===== config.mk =====
export PLATFORM = sky130hd
export DESIGN_NAME = onehot_decoder_seq
export DESIGN_NICKNAME = d
export VERILOG_FILES = /design/src/rtl/onehot_decoder_seq.sv
export SDC_FILE = /design/constraint.sdc
export NUM_CORES = 1
export LEC_CHECK = 0
export BUFFER_PORTS_ARGS = -buffer_cell sky130_fd_sc_hd__buf_4
export CAP_MARGIN = 5
export CORE_AREA = 2 2 39 41
export DETAILED_ROUTE_END_ITERATION = 7
export DIE_AREA = 0 0 41 43
export GPL_TIMING_DRIVEN = 0
export SKIP_LAST_GASP = 1
export SLEW_MARGIN = 20
export SYNTH_ARGS = -nofsm -noshare
export SYNTH_HDL_FRONTEND = slang
export SYNTH_SLANG_ARGS = --single-unit

===== constraint.sdc =====
create_clock -name clk -period 1 [get_ports clk]
set_input_delay 0.1 -clock clk [delete_from_list [all_inputs] [get_ports clk]]
set_output_delay 0.1 -clock clk [all_outputs]
set_load 0.01 [all_outputs]

===== src/rtl/onehot_decoder_seq.sv =====
// Registered binary-to-one-hot decoder with a valid/ready select handshake and out-of-range flag.
// Define ONEHOT_DECODER_SCAN_EN to compile in the auto-scan mode with programmable dwell.
module onehot_decoder_seq #(
    parameter int unsigned SEL_W   = 2,
    parameter int unsigned NUM_OUT = 4,
    parameter int unsigned DWELL_W = 8
) (
    input  logic               clk,
    input  logic               rst_n,
    input  logic               en,
    input  logic               mode,
    input  logic [SEL_W-1:0]   sel,
    input  logic               sel_valid,
    output logic               sel_ready,
    input  logic [DWELL_W-1:0] dwell,
    output logic [NUM_OUT-1:0] out,
    output logic               out_valid,
    output logic [SEL_W-1:0]   cur_idx,
    output logic               err,
    output logic               scan_wrap
);

    typedef enum logic [1:0] {StIdle, StDirect, StScan} state_e;

    state_e             state_q, state_d;
    logic [NUM_OUT-1:0] out_q, out_d;
    logic               out_valid_q, out_valid_d;
    logic [SEL_W-1:0]   cur_idx_q, cur_idx_d;
    logic               err_q, err_d;
    logic               in_range;

    assign in_range = 32'(sel) < NUM_OUT;

`ifdef ONEHOT_DECODER_SCAN_EN
    logic [DWELL_W-1:0] cnt_q, cnt_d;
    logic [DWELL_W-1:0] dwell_m1;
    logic               scan_wrap_q, scan_wrap_d;
    logic               last_idx;

    // Counter reloads with max(dwell,1)-1 so a dwell of 0 behaves as 1.
    assign dwell_m1  = (dwell == '0) ? '0 : dwell - 1'b1;
    assign last_idx  = (cur_idx_q == SEL_W'(NUM_OUT - 1));
    assign sel_ready = en && !mode;
    assign scan_wrap = scan_wrap_q;
`else
    logic unused_scan;

    assign unused_scan = ^{mode, dwell, state_q};
    assign sel_ready   = en;
    assign scan_wrap   = 1'b0;
`endif

    always_comb begin
        state_d     = state_q;
        out_d       = out_q;
        out_valid_d = out_valid_q;
        cur_idx_d   = cur_idx_q;
        err_d       = 1'b0;
`ifdef ONEHOT_DECODER_SCAN_EN
        cnt_d       = cnt_q;
        scan_wrap_d = 1'b0;
`endif
        if (!en) begin
            state_d     = StIdle;
            out_d       = '0;
            out_valid_d = 1'b0;
        end
`ifdef ONEHOT_DECODER_SCAN_EN
        else if (mode) begin
            state_d = StScan;
            if (state_q != StScan) begin
                cur_idx_d   = '0;
                out_d       = NUM_OUT'(1);
                out_valid_d = 1'b1;
                cnt_d       = dwell_m1;
            end else if (cnt_q == '0) begin
                cur_idx_d   = last_idx ? '0 : cur_idx_q + 1'b1;
                scan_wrap_d = last_idx;
                out_d       = NUM_OUT'(1) << cur_idx_d;
                out_valid_d = 1'b1;
                cnt_d       = dwell_m1;
            end else begin
                cnt_d = cnt_q - 1'b1;
            end
        end
`endif
        else begin
            // sel_ready is high here, so sel_valid alone marks a transfer.
            state_d = StDirect;
            if (sel_valid) begin
                if (in_range) begin
                    out_d       = NUM_OUT'(1) << sel;
                    out_valid_d = 1'b1;
                    cur_idx_d   = sel;
                end else begin
                    out_d       = '0;
                    out_valid_d = 1'b0;
                    err_d       = 1'b1;
                end
            end
        end
    end

    always_ff @(posedge clk or negedge rst_n) begin
        if (!rst_n) begin
            state_q     <= StIdle;
            out_q       <= '0;
            out_valid_q <= 1'b0;
            cur_idx_q   <= '0;
            err_q       <= 1'b0;
`ifdef ONEHOT_DECODER_SCAN_EN
            cnt_q       <= '0;
            scan_wrap_q <= 1'b0;
`endif
        end else begin
            state_q     <= state_d;
            out_q       <= out_d;
            out_valid_q <= out_valid_d;
            cur_idx_q   <= cur_idx_d;
            err_q       <= err_d;
`ifdef ONEHOT_DECODER_SCAN_EN
            cnt_q       <= cnt_d;
            scan_wrap_q <= scan_wrap_d;
`endif
        end
    end

    assign out       = out_q;
    assign out_valid = out_valid_q;
    assign cur_idx   = cur_idx_q;
    assign err       = err_q;

endmodule


=== Word level (Yosys, flattened, before mapping) ===
Index checks and enable logic that the tools add are counted.

* Register bits: 7
* Logic and storage cells: 10
* Output and inout bits: 10
* Input port bits: 15

* Equality and inequality tests: 1
* Shifts and indexed selects: 1
* Reduce and logical (&&, ||, !) cells: 1
* Mux-type cells: 4

{| class="wikitable"
|+ Operators by type and width
! operator !! count
|-
| $mux W4 || 2
|-
| $shl A1 B2 Y4 const A || 1
|-
| $mux W1 || 2
|-
| $ne A2 B1 Y1 const B || 1
|-
| $reduce_and A2 Y1 || 1
|}

=== Longest topological paths before layout ===
Gate-level depths: netlist of run 1.

* Depth in word-level cells: 3
* Gate-level depth with buffers: 2
* Mapped depth without buffers: 2

=== Worst setup path before layout of run 1 ===
Ideal clock, no wire load.

* Path type: register to register
* Start point: register, netlist name cur_idx[0]
* End point: register cur_idx_q[0] (netlist: cur_idx[0])
* Path buffers: 0
* Required time: 0.875 ns
* Data arrival time: 0.644 ns
* Clock period less this slack: 0.769 ns
* Setup time: 0.125 ns
* Slack: 0.231 ns
* Stages on the path, launching flop included: 2
* Path through: dfrtp_1 mux2_4

{| class="wikitable"
|+ RTL lines
! element !! RTL line !! source
|-
| end signal: assignment || 119 || <nowiki>cur_idx_q <= cur_idx_d;</nowiki>
|-
| end: declaration || 28 || <nowiki>logic [SEL_W-1:0] cur_idx_q, cur_idx_d;</nowiki>
|}

=== Final worst setup path of run 1 ===
* Start point: register out_q[0] (netlist: out[0])
* End point: output port out[0]

{| class="wikitable"
|+ RTL lines
! element !! RTL line !! source
|-
| start: declaration || 26 || <nowiki>logic [NUM_OUT-1:0] out_q, out_d;</nowiki>
|-
| start signal: assignment || 117 || <nowiki>out_q <= out_d;</nowiki>
|-
| end: declaration || 16 || <nowiki>output logic [NUM_OUT-1:0] out,</nowiki>
|}

No word-level cell between the ends.

==> impl_metrics.yaml, run 1 <==
status:
  status: "finished, final reports clean"
power:
  switching_power_uw: 166
  internal_power_uw: 533
  p_comb_frac: 0.186
  clkPwrFrac: 0.363
  p_leak_nw: 0.238
  p_seq_frac: 0.451
  netSwitchingFraction: 0.238
  ir_worst_vdd_v: 0.000722
  power_uw: 700
  power-per-cell-area_mw_per_mm2: 1490
synthesis:
  ys_async_sr_fraction: 1.00
  yosysTopAreaCellShare: 0.565
  synth_cells: 24
  synth_area_leader_cell: "dfrtp_1"
  synth_seq_area_share: 0.565
  syn_area_um2: 310
  synth_area_leaders: "dfrtp_1 (56%), mux2_4 (9.7%), o2bb2ai_1 (8.5%)"
  syn_area_per_cell_um2: 12.9
  synthFlopType: "dfrtp_1"
  yosysWarnings: 0
  ys_types: 12
  netlist_top_cells_count: "dfrtp_1 (7), buf_4 (3), o2bb2ai_1 (3)"
  synth_most_common_cell: "dfrtp_1"
  synth-seq-cells: 7
  synth_edf_count: 0
floorplan:
  coreArea_mm2: 0.00138
  dieArea_mm2: 0.00176
  die_height_um: 43
  io_pins: 25
  initial_core_util: 0.224
  rows: 14
  die_w_um: 41
place:
  portBuffers: 13
  post_dp_cell_area_um2: 432
  gp_congestion: 0.666
  hpwl_um: 439
  place_inst: 54
global_routing:
  grt_max_degree: 8
  grt_pass1_vias: 210
  antenna_found_initial: 0
  grt_pass1_wl_um: 897
  grt_overflow: 0
  grt_usage: 0.0811
timing:
  finalClockSkew_ns: 0
  fmax_ghz: 1.14
  post-route-period-util: 0.877
  rsz0062_at_grt: "false"
  finalCriticalPeriod_ns: 0.877
  finalMaxSlewViolations: 0
  timing.setup.tns_ns: 0
  hold_violations: 0
  setup_viol: 0
critical_path:
  worst_path_dominant_cell_family: "flip-flops"
  crit_path_end_kind: "output pin"
  arrival_ns: 0.78
  cpMaxStageDelayCell: "dfrtp_1"
  critPathRequiredTime_ns: 0.90
  cp_max_fo: 2
  cp_num_buf_inv: 1
  cp-start-kind: "flop"
  crit_path_cell_trace: "buf_4"
  cp.depth: 1
  r2r_cells: 1
  path_class: "flop to output pin"
  max_stage_delay_ns: 0.38
clock_tree:
  cts.sinks: 7
  cts_max_level: 1
  cts_resized: 0
  cts_tree: "built"
  post_cts_buffers: 0
  path_clk_slew_ns: 0.05
  cts_made_buffers: 3
  cts_root_buffer: "clkbuf_4"
  clk_path_buf_depth: 2
  cts.hold.buffers_added: 1
  clk_latency_ns: 0.25
final_layout:
  fill_cells: 150
  n_antenna_cell: 0
  syn_to_final_growth_pct: 50.8
  final_area_um2: 468
  multiInputGateArea_um2: 116
  register_area_um2: 175
  nNetsFinal: 59
  instances_no_fill: 59
  drive_above_1_share: 0.512
  fin_util: 0.338
routing:
  wl_per_cell_um: 10.2
  drt_iter0_markers: 0
  dr.pass1.iters: 1
  postRouteAntennaNets: 0
  drt_wl_total_um: 602
  vias_per_cell: 3.93
  drc_errors: 0
  vias: 232
run:
  max_cap_violations: 0
worst_hold_path:
  holdPathStages: 2
  hold_class: "primary input to flop"
-- final cells by class --
type / count / area share
clock buffers: 4 / 0.0561
multi-input cells: 15 / 0.249
plain buffers: 3 / 0.0481
repair buffers: 14 / 0.230
flip-flops and latches: 7 / 0.374
well taps: 16 / 0.0428
-- worst paths after layout --
check	from	endpoint	slack, ns
max	out[0]$_DFFE_PN0P_	out[0]	0.12
min	sel[1]	out[0]$_DFFE_PN0P_	0.06
max reg2reg	cur_idx[1]$_DFFE_PN0P_	cur_idx[1]$_DFFE_PN0P_	0.25
min reg2reg	out_valid$_DFFE_PN0P_	out_valid$_DFFE_PN0P_	0.48
max in group asynchronous	rst_n	out[1]$_DFFE_PN0P_	0.67
min in group asynchronous	rst_n	cur_idx[0]$_DFFE_PN0P_	0.20
-- registers in the layout, summed over array words and instances (netlist names) --
| register | cells |
|---|---|
| cur_idx | 2 |
| out_valid | 1 |
| out | 4 |
-- routing by layer --
| metal | vias up | wire, um | global-route usage |
|---|---|---|---|
| met5 | - | 0 | 0 |
| met4 | 0 | 0 | 0.0200 |
| met3 | 0 | 80 | 0.0785 |
| met2 | 14 | 214 | 0.0875 |
| met1 | 101 | 306 | 0.113 |
| li1 | 117 | - | - |
-- through the flow --
step	setup WS (ns)	hold WS (ns)
finish	0.123	0.0579
global route	0.102	0.0561
CTS	0.115	0.0508
detailed placement	0.206	-0.0813
global placement	0.206	-0.0838
floorplan	0.231	-0.196
-- placed cells by master (no fill, tap or decap), types with 2 or more instances in the layout --
cell	count
nand2b_1	2
mux2_4	2
clkbuf_4	3
conb_1	2
o2bb2ai_1	3
dfrtp_1	7
buf_4	16
-- cell families (layout without fill, tap and decap cells) --
logic type | count (synthesis) | in the layout | synth area share
compound gates | 5 | 5 | 0.133
buf+inv | 3 | 21 | 0.0726
flops | 7 | 7 | 0.565
mux | 2 | 2 | 0.0968
other cells | 1 | 2 | 0.0121
simple gates | 6 | 6 | 0.121
-- power by group through the flow --
| stage | Sequential [mW] | Combinational [mW] | Clock [mW] |
|---|---|---|---|
| 6_report | 0.315 | 0.130 | 0.254 |
| 5_1_grt | 0.317 | 0.143 | 0.274 |
| 4_1_cts | 0.316 | 0.132 | 0.269 |
| 2_1_floorplan | 0.330 | 0.0492 | 0 |
| 3_3_place_gp | 0.320 | 0.126 | 0 |
| 3_5_place_dp | 0.320 | 0.127 | 0 |
Power figures use the tool's default switching activity.
==> run 2, diff against run 1 <==
--- a/config.mk
+++ b/config.mk
@@ -5,13 +5,12 @@
 export SDC_FILE = /design/constraint.sdc
 export NUM_CORES = 1
 export LEC_CHECK = 0
-export BUFFER_PORTS_ARGS = -buffer_cell sky130_fd_sc_hd__buf_4
+export BUFFER_PORTS_ARGS = -buffer_cell sky130_fd_sc_hd__buf_2
 export CAP_MARGIN = 5
 export CORE_AREA = 2 2 39 41
 export DETAILED_ROUTE_END_ITERATION = 7
 export DIE_AREA = 0 0 41 43
 export GPL_TIMING_DRIVEN = 0
-export SKIP_LAST_GASP = 1
 export SLEW_MARGIN = 20
 export SYNTH_ARGS = -nofsm -noshare
 export SYNTH_HDL_FRONTEND = slang
==> constraint.sdc (replaced) <==
create_clock -name clk -period 1 [get_ports clk]
set_input_delay 0.25 -clock clk [delete_from_list [all_inputs] [get_ports clk]]
set_output_delay 0.25 -clock clk [all_outputs]
set_load 0.01 [all_outputs]
==> run 2 against run 1 <==
Compared with the run above:
- the run now ends with negative setup slack left
- power is 4.0% higher
- hold slack better by 0.17 ns
- non-clock buffer count is 5 higher
- core utilization is 0.81 points higher
- critical endpoint is now out[1]
==> impl_metrics.yaml, run 2 (synthesis results as in run 1) <==
status:
  status: "finished with violations"
  failed_checks: "negative setup slack"
critical_path:
  worstReg2RegStart: "cur_idx[0]$_DFFE_PN0P_"
  cpMaxStageDelayCell: "dfrtp_1"
  crit_path_end_kind: "output pin"
  crit_path_cell_trace: "buf_2"
  cp-start-kind: "flop"
  cp_max_fo: 2
  cp-startpoint: "out[1]$_DFFE_PN0P_"
  max_stage_delay_ns: 0.38
  critPathRequiredTime_ns: 0.75
  arrival_ns: 0.78
  path_class: "flop to output pin"
  worst_path_dominant_cell_family: "flip-flops"
  cp_num_buf_inv: 1
global_routing:
  antenna_found_initial: 0
  grt_pass1_wl_mm: 1.01
  grt_overflow: 0
  grt_usage: 0.0972
  grt_max_degree: 8
  grt_pass1_vias: 238
place:
  gp_congestion: 0.630
  portBuffers: 13
  post_dp_cell_area_um2: 399
  place_inst: 54
  hpwl_um: 418
clock_tree:
  clk_latency_ns: 0.26
  cts_made_buffers: 3
  path_clk_slew_ns: 0.06
  cts_max_level: 1
  cts_tree: "built"
  cts.sinks: 7
  clk_path_buf_depth: 2
  cts_root_buffer: "clkbuf_4"
final_layout:
  final_area_um2: 479
  mostFrequentLayoutCell: "buf_2"
  largest_reg_flops: 4
  syn_to_final_growth_pct: 54.4
  fill_cells: 149
  n_antenna_cell: 0
  mostFrequentLayoutCells: "buf_2 (12), buf_4 (8), dfrtp_1 (7)"
  drive_above_1_share: 0.563
  nNetsFinal: 64
  instances_no_fill: 64
floorplan:
  dieArea_mm2: 0.00176
  coreArea_mm2: 0.00138
  die_height_um: 43
  die_w_um: 41
  initial_core_util: 0.224
  io_pins: 25
  rows: 14
power:
  ir_worst_vdd_v: 0.000703
  power-per-cell-area_mw_per_mm2: 1520
  p_leak_nw: 0.258
routing:
  drt_wl_total_um: 633
  postRouteAntennaNets: 0
  vias_per_cell: 4.06
  vias: 260
  drc_errors: 0
  drt_iter0_markers: 1
  wl_per_cell_um: 9.89
  dr.pass1.iters: 4
timing:
  finalClockSkew_ns: 0
  setup_viol: 7
  fin_ws_ns: -0.0281
  timing.setup.tns_ns: -0.0932
  rsz0062_at_grt: "true"
  post-route-period-util: 1.03
  finalCriticalPeriod_ns: 1.03
  hold_violations: 0
  finalMaxSlewViolations: 0
  fmax_ghz: 0.973
worst_hold_path:
  hold_class: "primary input to flop"
  hp-start: "sel[1]"
run:
  max_cap_violations: 0
[run 2: changes by cell type in the layout (fill, tap and decap cells not counted)]
cell	change
buf_4	-8
buf_6	+1
buf_2	+12
[run 2: report_power, final]
group / switching, mW / leakage, nW / internal [mW]
Combinational: 0.0577 / 0.152 / 0.0872
Clock: 0.115 / 0.0150 / 0.153
Sequential: 0.0105 / 0.0905 / 0.304
Total: 0.183 / 0.258 / 0.544
[run 2: area by class of cell]
| class | instances | area, um2 | area share |
|---|---|---|---|
| Sequential cell | 7 | 175 | 0.366 |
| Timing Repair Buffer | 19 | 119 | 0.248 |
| Multi-Input combinational cell | 15 | 116 | 0.243 |
| Clock buffer | 4 | 26.3 | 0.0548 |
| Buffer | 3 | 22.5 | 0.0470 |
| Tap cell | 16 | 20.0 | 0.0418 |
[run 2: through the flow]
stage	power, mW	utilization	worst slack (ns)	hold slack (ns)
CTS	0.727	0.331	-0.0362	0.218
global placement	0.427	0.288	0.0537	0.0898
floorplan	0.379	-	0.221	-0.0456
global route	0.774	0.346	-0.0641	0.225
finish	0.728	0.346	-0.0281	0.223
detailed placement	0.428	0.288	0.0492	0.0930
[run 2: repair_timing]
action,4_1_cts,5_1_grt
endpoints found under the setup margin,7,7
hold endpoints to repair,7,0
resized for setup,0,1
setup buffers,3,2
hold buffers,1,0
[run 2: path summary, 6_finish.rpt]
path | end | slack (ns) | depth (start not counted)
worst max-delay path | out[1] | -0.03 | 1
worst min register to register | out[2]$_DFFE_PN0P_ | 0.48 | 1
worst max register to register | cur_idx[0]$_DFFE_PN0P_ | 0.12 | 2
max in group asynchronous | out[2]$_DFFE_PN0P_ | 0.49 | 2
worst min-delay path | out[0]$_DFFE_PN0P_ | 0.22 | 2
min in group asynchronous | cur_idx[0]$_DFFE_PN0P_ | 0.35 | 2
[run 2: per-layer routing]
metal  share of wire  vias to the layer above  GRT usage
met3            0.11                        2     0.0785
met4           0.014                        0     0.0800
met5               0                        -          0
met2            0.40                       14      0.106
li1                -                      129          -
met1            0.47                      115      0.116
==> run 3, diff against run 2 <==
==> constraint.sdc (replaced) <==
create_clock -name clk -period 1 [get_ports clk]
set_input_delay 0.2 -clock clk [delete_from_list [all_inputs] [get_ports clk]]
set_output_delay 0.2 -clock clk [all_outputs]
set_load 0.01 [all_outputs]
==> run 3 against run 2 <==
Compared with the run above:
- the run now ends clean
- combinational power is 17% lower
- clock-buffer cell count stayed put
- clock skew stayed put
- sequential power hardly changed
- critical path depth stayed put
- global-route usage is 0.61 points lower
- design area is 6.0% lower
- non-clock buffer count is 3 lower
- routed wire length is 4.7% lower
- fmax is 5.4% higher
- core utilization is 2.1 points lower
- largest cell class unchanged
- largest power group unchanged
- highest routed layer unchanged
==> impl_metrics.yaml, run 3 (synthesis results as in run 1) <==
status:
  status: "finished, final reports clean"
floorplan:
  rows: 14
  dieArea_mm2: 0.00176
  initial_core_util: 0.224
  die_w_um: 41
  coreArea_mm2: 0.00138
  die_height_um: 43
  io_pins: 25
critical_path:
  worst_path_dominant_cell_family: "flip-flops"
  cpMaxStageDelayCell: "dfrtp_1"
  path_class: "flop to output pin"
  critPathRequiredTime_ns: 0.80
  cp_max_fo: 2
  cp-start-kind: "flop"
  max_stage_delay_ns: 0.38
  crit_path_end_kind: "output pin"
  arrival_ns: 0.78
  cp_num_buf_inv: 1
  crit_path_cell_trace: "buf_2"
clock_tree:
  cts_root_buffer: "clkbuf_4"
  cts_max_level: 1
  path_clk_slew_ns: 0.06
  clk_latency_ns: 0.25
  cts_tree: "built"
  cts_resized: 0
  cts_made_buffers: 3
  cts.sinks: 7
  clk_path_buf_depth: 2
final_layout:
  multiInputGateArea_um2: 116
  register_area_um2: 175
  mostFrequentLayoutCells: "buf_2 (13), dfrtp_1 (7), buf_4 (5)"
  fill_cells: 146
  final_area_um2: 450
  nNetsFinal: 61
  largest_reg_flops: 4
  syn_to_final_growth_pct: 45.2
  mostFrequentLayoutCell: "buf_2"
  fin_util: 0.325
  instances_no_fill: 61
  n_antenna_cell: 0
  drive_above_1_share: 0.533
timing:
  finalClockSkew_ns: 0
  fmax_ghz: 1.03
  setup_viol: 0
  finalMaxSlewViolations: 0
  finalCriticalPeriod_ns: 0.976
  timing.setup.tns_ns: 0
  post-route-period-util: 0.976
  whs_ns: 0.176
  hold_violations: 0
  rsz0062_at_grt: "true"
  fin_ws_ns: 0.0245
routing:
  dr.pass1.iters: 4
  drt_wl_total_um: 603
  drc_errors: 0
  drt_iter0_markers: 1
  vias_per_cell: 4.00
  wl_per_cell_um: 9.89
  postRouteAntennaNets: 0
  vias: 244
place:
  place_inst: 54
  portBuffers: 13
  hpwl_um: 418
  post_dp_cell_area_um2: 399
  gp_congestion: 0.630
  pre_cts_ws_ns: 0.0992
global_routing:
  grt_overflow: 0
  grt_max_degree: 8
  grt_pass1_vias: 208
  grt_usage: 0.0911
  grt_pass1_wl_um: 938
  antenna_found_initial: 0
run:
  max_cap_violations: 0
power:
  ir_worst_vdd_v: 0.000748
  p_leak_nw: 0.241
  power-per-cell-area_mw_per_mm2: 1550
  power_uw: 700
worst_hold_path:
  hold_class: "primary input to flop"
==> run 3: cell count changes in the layout (fill, tap and decap cells not counted) <==
| cell | previous run | this run |
|---|---|---|
| buf_4 | 8 | 5 |
| buf_6 | 1 | 0 |
| buf_2 | 12 | 13 |
==> run 3: path summary, 6_finish.rpt <==
| check | slack (ns) | cells past startpoint | to | start |
|---|---|---|---|---|
| max | 0.02 | 1 | out[1] | out[1]$_DFFE_PN0P_ |
| min | 0.18 | 2 | out[0]$_DFFE_PN0P_ | sel[1] |
| max reg2reg | 0.15 | 2 | cur_idx[0]$_DFFE_PN0P_ | cur_idx[0]$_DFFE_PN0P_ |
| min reg2reg | 0.47 | 1 | out_valid$_DFFE_PN0P_ | out_valid$_DFFE_PN0P_ |
| max in group asynchronous | 0.55 | 2 | out[2]$_DFFE_PN0P_ | rst_n |
| min in group asynchronous | 0.30 | 2 | out[0]$_DFFE_PN0P_ | rst_n |
==> run 3: timing repair <==
item                                   in CTS  in global routing
hold buffers                                1                  0
endpoints found under the hold margin       7                  0
setup endpoints to repair                   0                  2
setup buffers                               0                  2
==> run 3: where the power goes <==
| group | switching (mW) | total, mW | internal, mW |
|---|---|---|---|
| Combinational | 0.0537 | 0.121 | 0.0673 |
| Sequential | 0.00941 | 0.314 | 0.304 |
| Clock | 0.112 | 0.265 | 0.153 |
==> run 3: routing by layer <==
layer,wire length [um],GRT usage
met1,298,0.119
met4,9,0.0800
met2,223,0.0844
met5,0,0
met3,72,0.0785
==> run 3: cell type report <==
| class | instances | area share |
|---|---|---|
| buffer | 3 | 0.0500 |
| timing repair buffer | 16 | 0.200 |
| tap | 16 | 0.0444 |
| sequential | 7 | 0.389 |
| clock buffer | 4 | 0.0583 |
| multi-input combinational | 15 | 0.258 |
